==> src/rtl/pipe_hazard_ctrl_if.sv <==
// rtl/pipe_hazard_ctrl_if.sv - hazard-controller signal bundle between pipeline and controller
//
// Purpose: groups every hazard input and stage-control output of
// pipe_hazard_ctrl so the pipeline top connects it with a single port.
//   master : pipeline side (drives hazard inputs, consumes controls)
//   slave  : controller side (consumes hazard inputs, drives controls)
// Signals:
//   ifu_rdy_i, lsu_busy_i, ex_busy_i            stall sources
//   id_rs1_i/id_rs2_i, id_rs*_used_i            ID source operands
//   ex_rd_i, ex_wen_i, ex_is_load_i             EX destination info
//   ex_redirect_i/_pc_i, trap_i/trap_pc_i       redirect sources
//   *_stall_n_o, *_flush_o                      stage-register controls
//   pc_redirect_o/pc_redirect_addr_o            PC redirect
//   lsu_kill_o, state_o                         LSU abort, RUN/DRAIN
//   redirect_q_o                                last issued redirect target (debug)

interface pipe_hazard_ctrl_if #(
   parameter int XLEN   = 64,
   parameter int REG_AW = 5
);
   logic              ifu_rdy_i;
   logic              lsu_busy_i;
   logic              ex_busy_i;
   logic [REG_AW-1:0] id_rs1_i;
   logic [REG_AW-1:0] id_rs2_i;
   logic              id_rs1_used_i;
   logic              id_rs2_used_i;
   logic [REG_AW-1:0] ex_rd_i;
   logic              ex_wen_i;
   logic              ex_is_load_i;
   logic              ex_redirect_i;
   logic [XLEN-1:0]   ex_redirect_pc_i;
   logic              trap_i;
   logic [XLEN-1:0]   trap_pc_i;

   logic              pc_stall_n_o;
   logic              if_id_stall_n_o;
   logic              id_ex_stall_n_o;
   logic              ex_mem_stall_n_o;
   logic              mem_wb_stall_n_o;
   logic              if_id_flush_o;
   logic              id_ex_flush_o;
   logic              ex_mem_flush_o;
   logic              mem_wb_flush_o;
   logic              pc_redirect_o;
   logic [XLEN-1:0]   pc_redirect_addr_o;
   logic              lsu_kill_o;
   logic              state_o;
   logic [XLEN-1:0]   redirect_q_o;

   modport master (
      output ifu_rdy_i, lsu_busy_i, ex_busy_i,
             id_rs1_i, id_rs2_i, id_rs1_used_i, id_rs2_used_i,
             ex_rd_i, ex_wen_i, ex_is_load_i,
             ex_redirect_i, ex_redirect_pc_i, trap_i, trap_pc_i,
      input  pc_stall_n_o, if_id_stall_n_o, id_ex_stall_n_o,
             ex_mem_stall_n_o, mem_wb_stall_n_o,
             if_id_flush_o, id_ex_flush_o, ex_mem_flush_o, mem_wb_flush_o,
             pc_redirect_o, pc_redirect_addr_o, lsu_kill_o, state_o,
             redirect_q_o
   );

   modport slave (
      input  ifu_rdy_i, lsu_busy_i, ex_busy_i,
             id_rs1_i, id_rs2_i, id_rs1_used_i, id_rs2_used_i,
             ex_rd_i, ex_wen_i, ex_is_load_i,
             ex_redirect_i, ex_redirect_pc_i, trap_i, trap_pc_i,
      output pc_stall_n_o, if_id_stall_n_o, id_ex_stall_n_o,
             ex_mem_stall_n_o, mem_wb_stall_n_o,
             if_id_flush_o, id_ex_flush_o, ex_mem_flush_o, mem_wb_flush_o,
             pc_redirect_o, pc_redirect_addr_o, lsu_kill_o, state_o,
             redirect_q_o
   );
endinterface

==> src/rtl/pipe_hazard_ctrl.sv <==
// rtl/pipe_hazard_ctrl.sv - stall/flush/redirect controller for the 5-stage in-order pipeline
//
// Purpose: resolves trap, data-memory wait, multi-cycle EX, EX redirect,
// load-use and fetch-latency hazards into per-stage stall_n/flush controls
// and a PC redirect. A RUN/DRAIN FSM discards the stale fetch that is still
// in flight when a redirect fires before the fetch returned.
// Ports:
//   clk    : clock
//   rst_n  : asynchronous active-low reset
//   bus    : pipe_hazard_ctrl_if.slave (hazard inputs, stage controls, state)
// Optional (macro PIPE_CTRL_PERF_EN):
//   perf_stall_cnt_o : cycles with the PC stalled (wraps)
//   perf_flush_cnt_o : cycles with a PC redirect issued (wraps)

module pipe_hazard_ctrl #(
   parameter int XLEN   = 64,
   parameter int REG_AW = 5
) (
   input  logic                clk,
   input  logic                rst_n,
   pipe_hazard_ctrl_if.slave   bus
`ifdef PIPE_CTRL_PERF_EN
   ,
   output logic [31:0]         perf_stall_cnt_o,
   output logic [31:0]         perf_flush_cnt_o
`endif
);

   typedef enum logic {
      ST_RUN   = 1'b0,
      ST_DRAIN = 1'b1
   } state_t;

   state_t            r_state;
   logic [XLEN-1:0]   r_redirect_q;

   logic              w_pc_sn, w_if_id_sn, w_id_ex_sn, w_ex_mem_sn, w_mem_wb_sn;
   logic              w_if_id_fl, w_id_ex_fl, w_ex_mem_fl, w_mem_wb_fl;
   logic              w_redirect;
   logic [XLEN-1:0]   w_redirect_addr;
   logic              w_kill;
   logic              w_load_use;

   // Bypass cannot cover a load result needed by the very next instruction.
   assign w_load_use = bus.ex_is_load_i & bus.ex_wen_i &
                       (bus.ex_rd_i != '0) &
                       ((bus.id_rs1_used_i & (bus.id_rs1_i == bus.ex_rd_i)) |
                        (bus.id_rs2_used_i & (bus.id_rs2_i == bus.ex_rd_i)));

   always_comb begin
      w_pc_sn         = 1'b1;
      w_if_id_sn      = 1'b1;
      w_id_ex_sn      = 1'b1;
      w_ex_mem_sn     = 1'b1;
      w_mem_wb_sn     = 1'b1;
      w_if_id_fl      = 1'b0;
      w_id_ex_fl      = 1'b0;
      w_ex_mem_fl     = 1'b0;
      w_mem_wb_fl     = 1'b0;
      w_redirect      = 1'b0;
      w_redirect_addr = '0;
      w_kill          = 1'b0;

      if (!rst_n) begin
         // Every stage register loads a bubble while reset is held.
         w_if_id_fl  = 1'b1;
         w_id_ex_fl  = 1'b1;
         w_ex_mem_fl = 1'b1;
         w_mem_wb_fl = 1'b1;
      end else if (bus.trap_i) begin
         w_redirect      = 1'b1;
         w_redirect_addr = bus.trap_pc_i;
         w_if_id_fl      = 1'b1;
         w_id_ex_fl      = 1'b1;
         w_ex_mem_fl     = 1'b1;
         w_mem_wb_fl     = 1'b1;
         w_kill          = bus.lsu_busy_i;
      end else if (bus.lsu_busy_i) begin
         // Freeze everything upstream of MEM; a pending EX redirect stays
         // held in EX and reasserts once the freeze lifts.
         w_pc_sn     = 1'b0;
         w_if_id_sn  = 1'b0;
         w_id_ex_sn  = 1'b0;
         w_ex_mem_sn = 1'b0;
         w_mem_wb_fl = 1'b1;
      end else if (bus.ex_busy_i) begin
         w_pc_sn     = 1'b0;
         w_if_id_sn  = 1'b0;
         w_id_ex_sn  = 1'b0;
         w_ex_mem_fl = 1'b1;
      end else if (r_state == ST_DRAIN) begin
         // Stale fetch still outstanding: hold the redirected PC and keep
         // IF/ID empty; ID and EX only ever see bubbles here.
         w_pc_sn    = 1'b0;
         w_if_id_fl = 1'b1;
      end else if (bus.ex_redirect_i) begin
         w_redirect      = 1'b1;
         w_redirect_addr = bus.ex_redirect_pc_i;
         w_if_id_fl      = 1'b1;
         w_id_ex_fl      = 1'b1;
      end else if (w_load_use) begin
         w_pc_sn    = 1'b0;
         w_if_id_sn = 1'b0;
         w_id_ex_fl = 1'b1;
      end else if (!bus.ifu_rdy_i) begin
         w_pc_sn    = 1'b0;
         w_if_id_fl = 1'b1;
      end
   end

   always_ff @(posedge clk or negedge rst_n) begin
      if (!rst_n) begin
         r_state      <= ST_RUN;
         r_redirect_q <= '0;
      end else begin
         if (w_redirect) begin
            r_redirect_q <= w_redirect_addr;
         end
         case (r_state)
            ST_RUN: begin
               if (w_redirect && !bus.ifu_rdy_i) begin
                  r_state <= ST_DRAIN;
               end
            end
            ST_DRAIN: begin
               // A trap here starts a new fetch, so the drain continues.
               if (!bus.trap_i && bus.ifu_rdy_i) begin
                  r_state <= ST_RUN;
               end
            end
            default: r_state <= ST_RUN;
         endcase
      end
   end

   assign bus.pc_stall_n_o       = w_pc_sn;
   assign bus.if_id_stall_n_o    = w_if_id_sn;
   assign bus.id_ex_stall_n_o    = w_id_ex_sn;
   assign bus.ex_mem_stall_n_o   = w_ex_mem_sn;
   assign bus.mem_wb_stall_n_o   = w_mem_wb_sn;
   assign bus.if_id_flush_o      = w_if_id_fl;
   assign bus.id_ex_flush_o      = w_id_ex_fl;
   assign bus.ex_mem_flush_o     = w_ex_mem_fl;
   assign bus.mem_wb_flush_o     = w_mem_wb_fl;
   assign bus.pc_redirect_o      = w_redirect;
   assign bus.pc_redirect_addr_o = w_redirect_addr;
   assign bus.lsu_kill_o         = w_kill;
   assign bus.state_o            = r_state;
   assign bus.redirect_q_o       = r_redirect_q;

`ifdef PIPE_CTRL_PERF_EN
   logic [31:0] r_perf_stall_cnt;
   logic [31:0] r_perf_flush_cnt;

   always_ff @(posedge clk or negedge rst_n) begin
      if (!rst_n) begin
         r_perf_stall_cnt <= '0;
         r_perf_flush_cnt <= '0;
      end else begin
         if (!w_pc_sn) begin
            r_perf_stall_cnt <= r_perf_stall_cnt + 32'd1;
         end
         if (w_redirect) begin
            r_perf_flush_cnt <= r_perf_flush_cnt + 32'd1;
         end
      end
   end

   assign perf_stall_cnt_o = r_perf_stall_cnt;
   assign perf_flush_cnt_o = r_perf_flush_cnt;
`endif

endmodule
==> src/flat_wrapper.sv <==
// flat-port wrapper written by rule: the top's interface ports become plain ports
module pipe_hazard_ctrl_flat 
#(
   parameter int XLEN   = 64,
   parameter int REG_AW = 5
)
  (clk, rst_n, bus_ifu_rdy_i, bus_lsu_busy_i, bus_ex_busy_i, bus_id_rs1_i, bus_id_rs2_i, bus_id_rs1_used_i, bus_id_rs2_used_i, bus_ex_rd_i, bus_ex_wen_i, bus_ex_is_load_i, bus_ex_redirect_i, bus_ex_redirect_pc_i, bus_trap_i, bus_trap_pc_i, bus_pc_stall_n_o, bus_if_id_stall_n_o, bus_id_ex_stall_n_o, bus_ex_mem_stall_n_o, bus_mem_wb_stall_n_o, bus_if_id_flush_o, bus_id_ex_flush_o, bus_ex_mem_flush_o, bus_mem_wb_flush_o, bus_pc_redirect_o, bus_pc_redirect_addr_o, bus_lsu_kill_o, bus_state_o, bus_redirect_q_o);
  pipe_hazard_ctrl_if #(.XLEN(XLEN), .REG_AW(REG_AW)) bus_i ();
  input  logic clk;
  input  logic rst_n;
  input wire logic [$bits(bus_i.ifu_rdy_i)-1:0] bus_ifu_rdy_i;
  input wire logic [$bits(bus_i.lsu_busy_i)-1:0] bus_lsu_busy_i;
  input wire logic [$bits(bus_i.ex_busy_i)-1:0] bus_ex_busy_i;
  input wire logic [$bits(bus_i.id_rs1_i)-1:0] bus_id_rs1_i;
  input wire logic [$bits(bus_i.id_rs2_i)-1:0] bus_id_rs2_i;
  input wire logic [$bits(bus_i.id_rs1_used_i)-1:0] bus_id_rs1_used_i;
  input wire logic [$bits(bus_i.id_rs2_used_i)-1:0] bus_id_rs2_used_i;
  input wire logic [$bits(bus_i.ex_rd_i)-1:0] bus_ex_rd_i;
  input wire logic [$bits(bus_i.ex_wen_i)-1:0] bus_ex_wen_i;
  input wire logic [$bits(bus_i.ex_is_load_i)-1:0] bus_ex_is_load_i;
  input wire logic [$bits(bus_i.ex_redirect_i)-1:0] bus_ex_redirect_i;
  input wire logic [$bits(bus_i.ex_redirect_pc_i)-1:0] bus_ex_redirect_pc_i;
  input wire logic [$bits(bus_i.trap_i)-1:0] bus_trap_i;
  input wire logic [$bits(bus_i.trap_pc_i)-1:0] bus_trap_pc_i;
  output wire logic [$bits(bus_i.pc_stall_n_o)-1:0] bus_pc_stall_n_o;
  output wire logic [$bits(bus_i.if_id_stall_n_o)-1:0] bus_if_id_stall_n_o;
  output wire logic [$bits(bus_i.id_ex_stall_n_o)-1:0] bus_id_ex_stall_n_o;
  output wire logic [$bits(bus_i.ex_mem_stall_n_o)-1:0] bus_ex_mem_stall_n_o;
  output wire logic [$bits(bus_i.mem_wb_stall_n_o)-1:0] bus_mem_wb_stall_n_o;
  output wire logic [$bits(bus_i.if_id_flush_o)-1:0] bus_if_id_flush_o;
  output wire logic [$bits(bus_i.id_ex_flush_o)-1:0] bus_id_ex_flush_o;
  output wire logic [$bits(bus_i.ex_mem_flush_o)-1:0] bus_ex_mem_flush_o;
  output wire logic [$bits(bus_i.mem_wb_flush_o)-1:0] bus_mem_wb_flush_o;
  output wire logic [$bits(bus_i.pc_redirect_o)-1:0] bus_pc_redirect_o;
  output wire logic [$bits(bus_i.pc_redirect_addr_o)-1:0] bus_pc_redirect_addr_o;
  output wire logic [$bits(bus_i.lsu_kill_o)-1:0] bus_lsu_kill_o;
  output wire logic [$bits(bus_i.state_o)-1:0] bus_state_o;
  output wire logic [$bits(bus_i.redirect_q_o)-1:0] bus_redirect_q_o;
  assign bus_i.ifu_rdy_i = bus_ifu_rdy_i;
  assign bus_i.lsu_busy_i = bus_lsu_busy_i;
  assign bus_i.ex_busy_i = bus_ex_busy_i;
  assign bus_i.id_rs1_i = bus_id_rs1_i;
  assign bus_i.id_rs2_i = bus_id_rs2_i;
  assign bus_i.id_rs1_used_i = bus_id_rs1_used_i;
  assign bus_i.id_rs2_used_i = bus_id_rs2_used_i;
  assign bus_i.ex_rd_i = bus_ex_rd_i;
  assign bus_i.ex_wen_i = bus_ex_wen_i;
  assign bus_i.ex_is_load_i = bus_ex_is_load_i;
  assign bus_i.ex_redirect_i = bus_ex_redirect_i;
  assign bus_i.ex_redirect_pc_i = bus_ex_redirect_pc_i;
  assign bus_i.trap_i = bus_trap_i;
  assign bus_i.trap_pc_i = bus_trap_pc_i;
  assign bus_pc_stall_n_o = bus_i.pc_stall_n_o;
  assign bus_if_id_stall_n_o = bus_i.if_id_stall_n_o;
  assign bus_id_ex_stall_n_o = bus_i.id_ex_stall_n_o;
  assign bus_ex_mem_stall_n_o = bus_i.ex_mem_stall_n_o;
  assign bus_mem_wb_stall_n_o = bus_i.mem_wb_stall_n_o;
  assign bus_if_id_flush_o = bus_i.if_id_flush_o;
  assign bus_id_ex_flush_o = bus_i.id_ex_flush_o;
  assign bus_ex_mem_flush_o = bus_i.ex_mem_flush_o;
  assign bus_mem_wb_flush_o = bus_i.mem_wb_flush_o;
  assign bus_pc_redirect_o = bus_i.pc_redirect_o;
  assign bus_pc_redirect_addr_o = bus_i.pc_redirect_addr_o;
  assign bus_lsu_kill_o = bus_i.lsu_kill_o;
  assign bus_state_o = bus_i.state_o;
  assign bus_redirect_q_o = bus_i.redirect_q_o;
  pipe_hazard_ctrl #(.XLEN(XLEN), .REG_AW(REG_AW)) u_core (.clk(clk), .rst_n(rst_n), .bus(bus_i));
endmodule
==> config.mk <==
export PLATFORM = sky130hd
export DESIGN_NAME = pipe_hazard_ctrl_flat
export DESIGN_NICKNAME = d
export VERILOG_FILES = /design/src/rtl/pipe_hazard_ctrl_if.sv /design/src/rtl/pipe_hazard_ctrl.sv /design/src/flat_wrapper.sv
export SDC_FILE = /design/constraint.sdc
export NUM_CORES = 1
export LEC_CHECK = 0
export CAP_MARGIN = 5
export CORE_ASPECT_RATIO = 0.5
export CORE_MARGIN = 3
export CORE_UTILIZATION = 33
export DETAILED_ROUTE_END_ITERATION = 12
export GPL_TIMING_DRIVEN = 0
export PLACE_DENSITY_LB_ADDON = 0.08
export SLEW_MARGIN = 40
export SYNTH_ARGS = -nofsm -noshare
export SYNTH_HDL_FRONTEND = slang
export SYNTH_SLANG_ARGS = --single-unit
==> constraint.sdc <==
create_clock -name clk -period 1.55 [get_ports clk]
set_input_delay 0.31 -clock clk [delete_from_list [all_inputs] [get_ports clk]]
set_output_delay 0.31 -clock clk [all_outputs]
set_load 0.05 [all_outputs]
==> flow_summary.html <==
<table>
<tr><th>Metric</th><th>Value</th></tr>
<tr><th colspan="2">Global route</th></tr>
<tr><td>Overall routing resource usage</td><td>28.3%</td></tr>
<tr><td>Wire length of the first global-routing pass</td><td>33.6 mm</td></tr>
<tr><td>Number of global-route vias before repair</td><td>6112</td></tr>
<tr><td>Pin count of the biggest net entering global routing</td><td>24</td></tr>
<tr><td>Number of antenna violations at the first check in global routing</td><td>0</td></tr>
<tr><td>Total gr overflow</td><td>0</td></tr>
<tr><th colspan="2">Detailed routing</th></tr>
<tr><td>Total DRC errors in the routed layout</td><td>0</td></tr>
<tr><td>Number of optimization iterations in the first detailed-route pass</td><td>4</td></tr>
<tr><td>Number of vias per cell after detailed routing</td><td>5.85</td></tr>
<tr><td>Total number of vias</td><td>6256</td></tr>
<tr><td>Antenna-violating nets left</td><td>0</td></tr>
<tr><td>DRC marker count from the first detailed-route iteration</td><td>354</td></tr>
<tr><td>Wire length per cell</td><td>21.6 µm</td></tr>
<tr><td>Sum of routed wire length over all layers</td><td>23.1 mm</td></tr>
<tr><th colspan="2">Placed design</th></tr>
<tr><td>Buffers added on ports</td><td>292</td></tr>
<tr><td>Count of placed standard cells including taps</td><td>1023</td></tr>
<tr><td>Setup slack at placement</td><td>-2.01 ns</td></tr>
<tr><td>Last weighted congestion value of the routability-driven placer</td><td>0.855</td></tr>
<tr><td>Total placed instance area</td><td>8390 µm²</td></tr>
<tr><td>Post-DP HPWL</td><td>15.8 mm</td></tr>
<tr><th colspan="2">STA</th></tr>
<tr><td>Final worst-path cycle share</td><td>146%</td></tr>
<tr><td>Slew of the pin with the lowest slew margin</td><td>0.720 ns</td></tr>
<tr><td>Final critical delay including setup and external delays</td><td>2.26 ns</td></tr>
<tr><td>Setup TNS</td><td>-62.17 ns</td></tr>
<tr><td>Total setup violations reported at the end of the flow</td><td>134</td></tr>
<tr><td>Fin. max-slew vios</td><td>0</td></tr>
<tr><td>Smallest setup slack after layout</td><td>-0.707 ns</td></tr>
<tr><td>Largest clock skew in the final design</td><td>0.00604 ns</td></tr>
<tr><td>Final Hold Fails</td><td>0</td></tr>
<tr><td>Max_slew headroom</td><td>52.0%</td></tr>
<tr><td>RSZ-0062 raised after global routing</td><td>true</td></tr>
<tr><td>Highest clock frequency the design can meet</td><td>0.443 GHz</td></tr>
<tr><th colspan="2">Cells and area</th></tr>
<tr><td>NumNets Final</td><td>1051</td></tr>
<tr><td>Antenna diode count</td><td>0</td></tr>
<tr><td>Most used cells in the layout excluding fill and tap cells</td><td>clkdlybuf4s50_1 (134), o22ai_1 (102), a21oi_1 (84)</td></tr>
<tr><td>Non-filler instance count after layout</td><td>1070</td></tr>
<tr><td>Design area</td><td>9910 µm²</td></tr>
<tr><td>Share of layout cells above drive strength 1</td><td>44.4%</td></tr>
<tr><td>Relative area change from synthesis to final layout</td><td>120%</td></tr>
<tr><td>Most frequent standard cell in the layout excluding fill and tap cells</td><td>clkdlybuf4s50_1</td></tr>
<tr><td>Final design utilization</td><td>76.3%</td></tr>
<tr><td>Filler instances</td><td>933</td></tr>
<tr><th colspan="2">Floorplanning</th></tr>
<tr><td>Die boundary width</td><td>171 µm</td></tr>
<tr><td>Top-Level Pins</td><td>294</td></tr>
<tr><td>Die Ht</td><td>88.6 µm</td></tr>
<tr><td>Overall die area</td><td>15200 µm²</td></tr>
<tr><td>Std-Cell Core Area</td><td>13000 µm²</td></tr>
<tr><td>Starting density of the core</td><td>34.7%</td></tr>
<tr><td>Number of placement rows</td><td>29</td></tr>
<tr><th colspan="2">Worst setup path</th></tr>
<tr><td>Class of the most critical setup path</td><td>register to output port</td></tr>
<tr><td>Reg-to-Reg Start</td><td>u_core.bus.state_o$_DFF_PN0_</td></tr>
<tr><td>Maximum fanout encountered on the critical timing path</td><td>6</td></tr>
<tr><td>Cells traversed along the worst timing path</td><td>nor3_4 -&gt; and2_4 -&gt; buf_12 -&gt; buf_12 -&gt; buf_12 -&gt; nand3_4 -&gt; a21boi_4 -&gt; buf_8</td></tr>
<tr><td>Beginning of the critical path</td><td>u_core.bus.state_o$_DFF_PN0_</td></tr>
<tr><td>Number of cells on the worst reg-to-reg path</td><td>11</td></tr>
<tr><td>Most numerous cell on the critical path</td><td>buf_12</td></tr>
<tr><td>Endpoint type of the worst setup path</td><td>output port</td></tr>
<tr><td>Crit path required time</td><td>1.24 ns</td></tr>
<tr><td>End of the critical path</td><td>bus_pc_redirect_addr_o[17]</td></tr>
<tr><td>Worst reg2reg endpoint</td><td>u_core.bus.redirect_q_o[23]$_DFFE_PN0P_</td></tr>
<tr><td>Slowest cell on the critical path</td><td>dfrtp_2</td></tr>
<tr><td>Startpoint class of the critical path</td><td>register</td></tr>
<tr><td>Register-to-Register Setup Slack</td><td>-0.40 ns</td></tr>
<tr><td>Worst Path Arrival</td><td>1.95 ns</td></tr>
<tr><td>Max incr delay on CP</td><td>0.42 ns</td></tr>
<tr><th colspan="2">Synthesis</th></tr>
<tr><td>Distinct cell type count after synthesis</td><td>31</td></tr>
<tr><td>Area share of the largest cell type after synthesis</td><td>36.1%</td></tr>
<tr><td>Synthesized area per cell</td><td>8.04 µm²</td></tr>
<tr><td>Register area share after synthesis</td><td>36.1%</td></tr>
<tr><td>Flip-flop and latch count after synthesis</td><td>65</td></tr>
<tr><td>Area leader, netlist</td><td>dfrtp_1</td></tr>
<tr><td>Synth area leaders</td><td>dfrtp_1 (36%), o22ai_1 (18%), a21oi_1 (14%)</td></tr>
<tr><td>Post-synth net total</td><td>714</td></tr>
<tr><td>Synthesis warning total</td><td>0</td></tr>
<tr><td>Mapped Area</td><td>4500 µm²</td></tr>
<tr><td>Synthesized instance count</td><td>560</td></tr>
<tr><th colspan="2">Run status</th></tr>
<tr><td>Result of the run</td><td>complete, but fails checks</td></tr>
<tr><td>Failing checks</td><td>negative setup slack</td></tr>
<tr><th colspan="2">Job</th></tr>
<tr><td>Reported max-cap violation count</td><td>0</td></tr>
<tr><th colspan="2">Clock tree</th></tr>
<tr><td>Maximum clock path buffer count</td><td>2</td></tr>
<tr><td>Maximum level of the CTS H-tree</td><td>3</td></tr>
<tr><td>Total CTS buffers</td><td>9</td></tr>
<tr><td>Clk pin slew, worst setup/hold paths</td><td>0.06 ns</td></tr>
<tr><td>Count of clock tree sinks</td><td>65</td></tr>
<tr><td>Worst-Skew Late Latency</td><td>0.34 ns</td></tr>
<tr><td>CTS Root Cell</td><td>clkbuf_16</td></tr>
<tr><td>Clock tree from TritonCTS</td><td>done</td></tr>
<tr><th colspan="2">Hold path</th></tr>
<tr><td>Hold crit path type</td><td>primary input to asynchronous set/reset pin</td></tr>
<tr><th colspan="2">Power and ir drop</th></tr>
<tr><td>P_leak</td><td>4.27 nW</td></tr>
<tr><td>Worst vdd ir</td><td>471 µV</td></tr>
<tr><td>Total power per unit cell area</td><td>846 nW/µm²</td></tr>
</table>
[power by group]
group | internal (mW) | leakage (nW) | total [mW] | switching (mW)
Sequential | 1.98 | 0.756 | 2.27 | 0.289
Combinational | 1.70 | 3.38 | 4.19 | 2.49
Clock | 1.15 | 0.133 | 1.92 | 0.776
[cell families after synthesis]
kind of cell           synth area share, %
buffers and inverters                 7.78
flip-flops                            36.1
AO/OA/AOI/OAI                         34.2
AND/OR/NAND/NOR                       19.9
XOR/XNOR                              1.94
other                               0.0833
[state kept, by name, summed over array words and instances (netlist names)]
signal,flops
u_core.bus.redirect_q_o,64
u_core.bus.state_o,1
[layout make-up]
class | instances | area (µm²) | area share [%]
tap | 170 | 213 | 2.15
inverter | 4 | 15.0 | 0.152
multi-input combinational | 428 | 3710 | 37.5
timing repair buffer | 327 | 3480 | 35.1
clock inverter | 3 | 17.5 | 0.177
sequential | 65 | 1630 | 16.4
buffer | 62 | 593 | 5.98
clock buffer | 11 | 253 | 2.55
[repair_timing]
| item | 4_1_cts | 5_1_grt |
|---|---|---|
| setup endpoints to repair | 204 | 183 |
| gates cloned | 7 | 7 |
| hold buffers | 2 | 0 |
| hold endpoints to repair | 20 | 0 |
| resized for setup | 767 | 173 |
| setup buffers | 11 | 8 |
| pin swaps | 11 | 38 |
[stage by stage]
step	power (mW)	hold WS (ns)
finish	8.38	0.0779
CTS	8.10	0.0278
global placement	6.04	0.563
detailed placement	6.10	0.169
floorplan	4.55	0.0144
global route	8.71	0.0867
[worst max-delay path: cells and delay by family, from the launching register on]
kind                   cells  cell delay (ns)
AOI/OAI and AO/OA          1             0.16
buffers and inverters      4             0.56
DFF                        1             0.42
and+or+nand+nor            3             0.45
[worst min-delay path by stage]
stage                                                        from  depth (start not counted)                                      end
after floorplan                                             rst_n                          0   u_core.bus.redirect_q_o[0]$_DFFE_PN0P_
after global routing                                        rst_n                          3  u_core.bus.redirect_q_o[15]$_DFFE_PN0P_
after global placement    u_core.bus.redirect_q_o[13]$_DFFE_PN0P_                          2  u_core.bus.redirect_q_o[13]$_DFFE_PN0P_
final                                                       rst_n                          3   u_core.bus.redirect_q_o[7]$_DFFE_PN0P_
after detailed placement                                    rst_n                          1  u_core.bus.redirect_q_o[38]$_DFFE_PN0P_
after CTS                                                   rst_n                          3  u_core.bus.redirect_q_o[15]$_DFFE_PN0P_
[synthesized netlist by cell type]
cell	count
o21ai_0	4
o21a_1	1
o211ai_1	2
nor3_2	1
nand2_1	11
clkbuf_1	38
nand4_1	2
and3_1	60
o21ba_2	1
nand3_1	5
buf_4	1
or3_1	1
a21boi_0	1
a21boi_1	5
o22ai_1	129
nor2b_1	60
clkbuf_2	2
or4_1	1
nand2b_1	2
buf_6	8
inv_1	4
xnor2_1	10
and2_2	1
nand2_4	1
buf_12	1
nor3_1	1
buf_2	13
or2_2	1
dfrtp_1	65
conb_1	1
a21oi_1	127
[routing by layer]
layer,vias up,track usage [%],part of all wire (%)
met5,-,0,0
met4,0,6.28,1.8
met3,40,7.59,8.4
met2,323,49.1,50
met1,3067,36.0,40
li1,2826,-,-
Note: power is estimated with default switching activity, not from simulation.
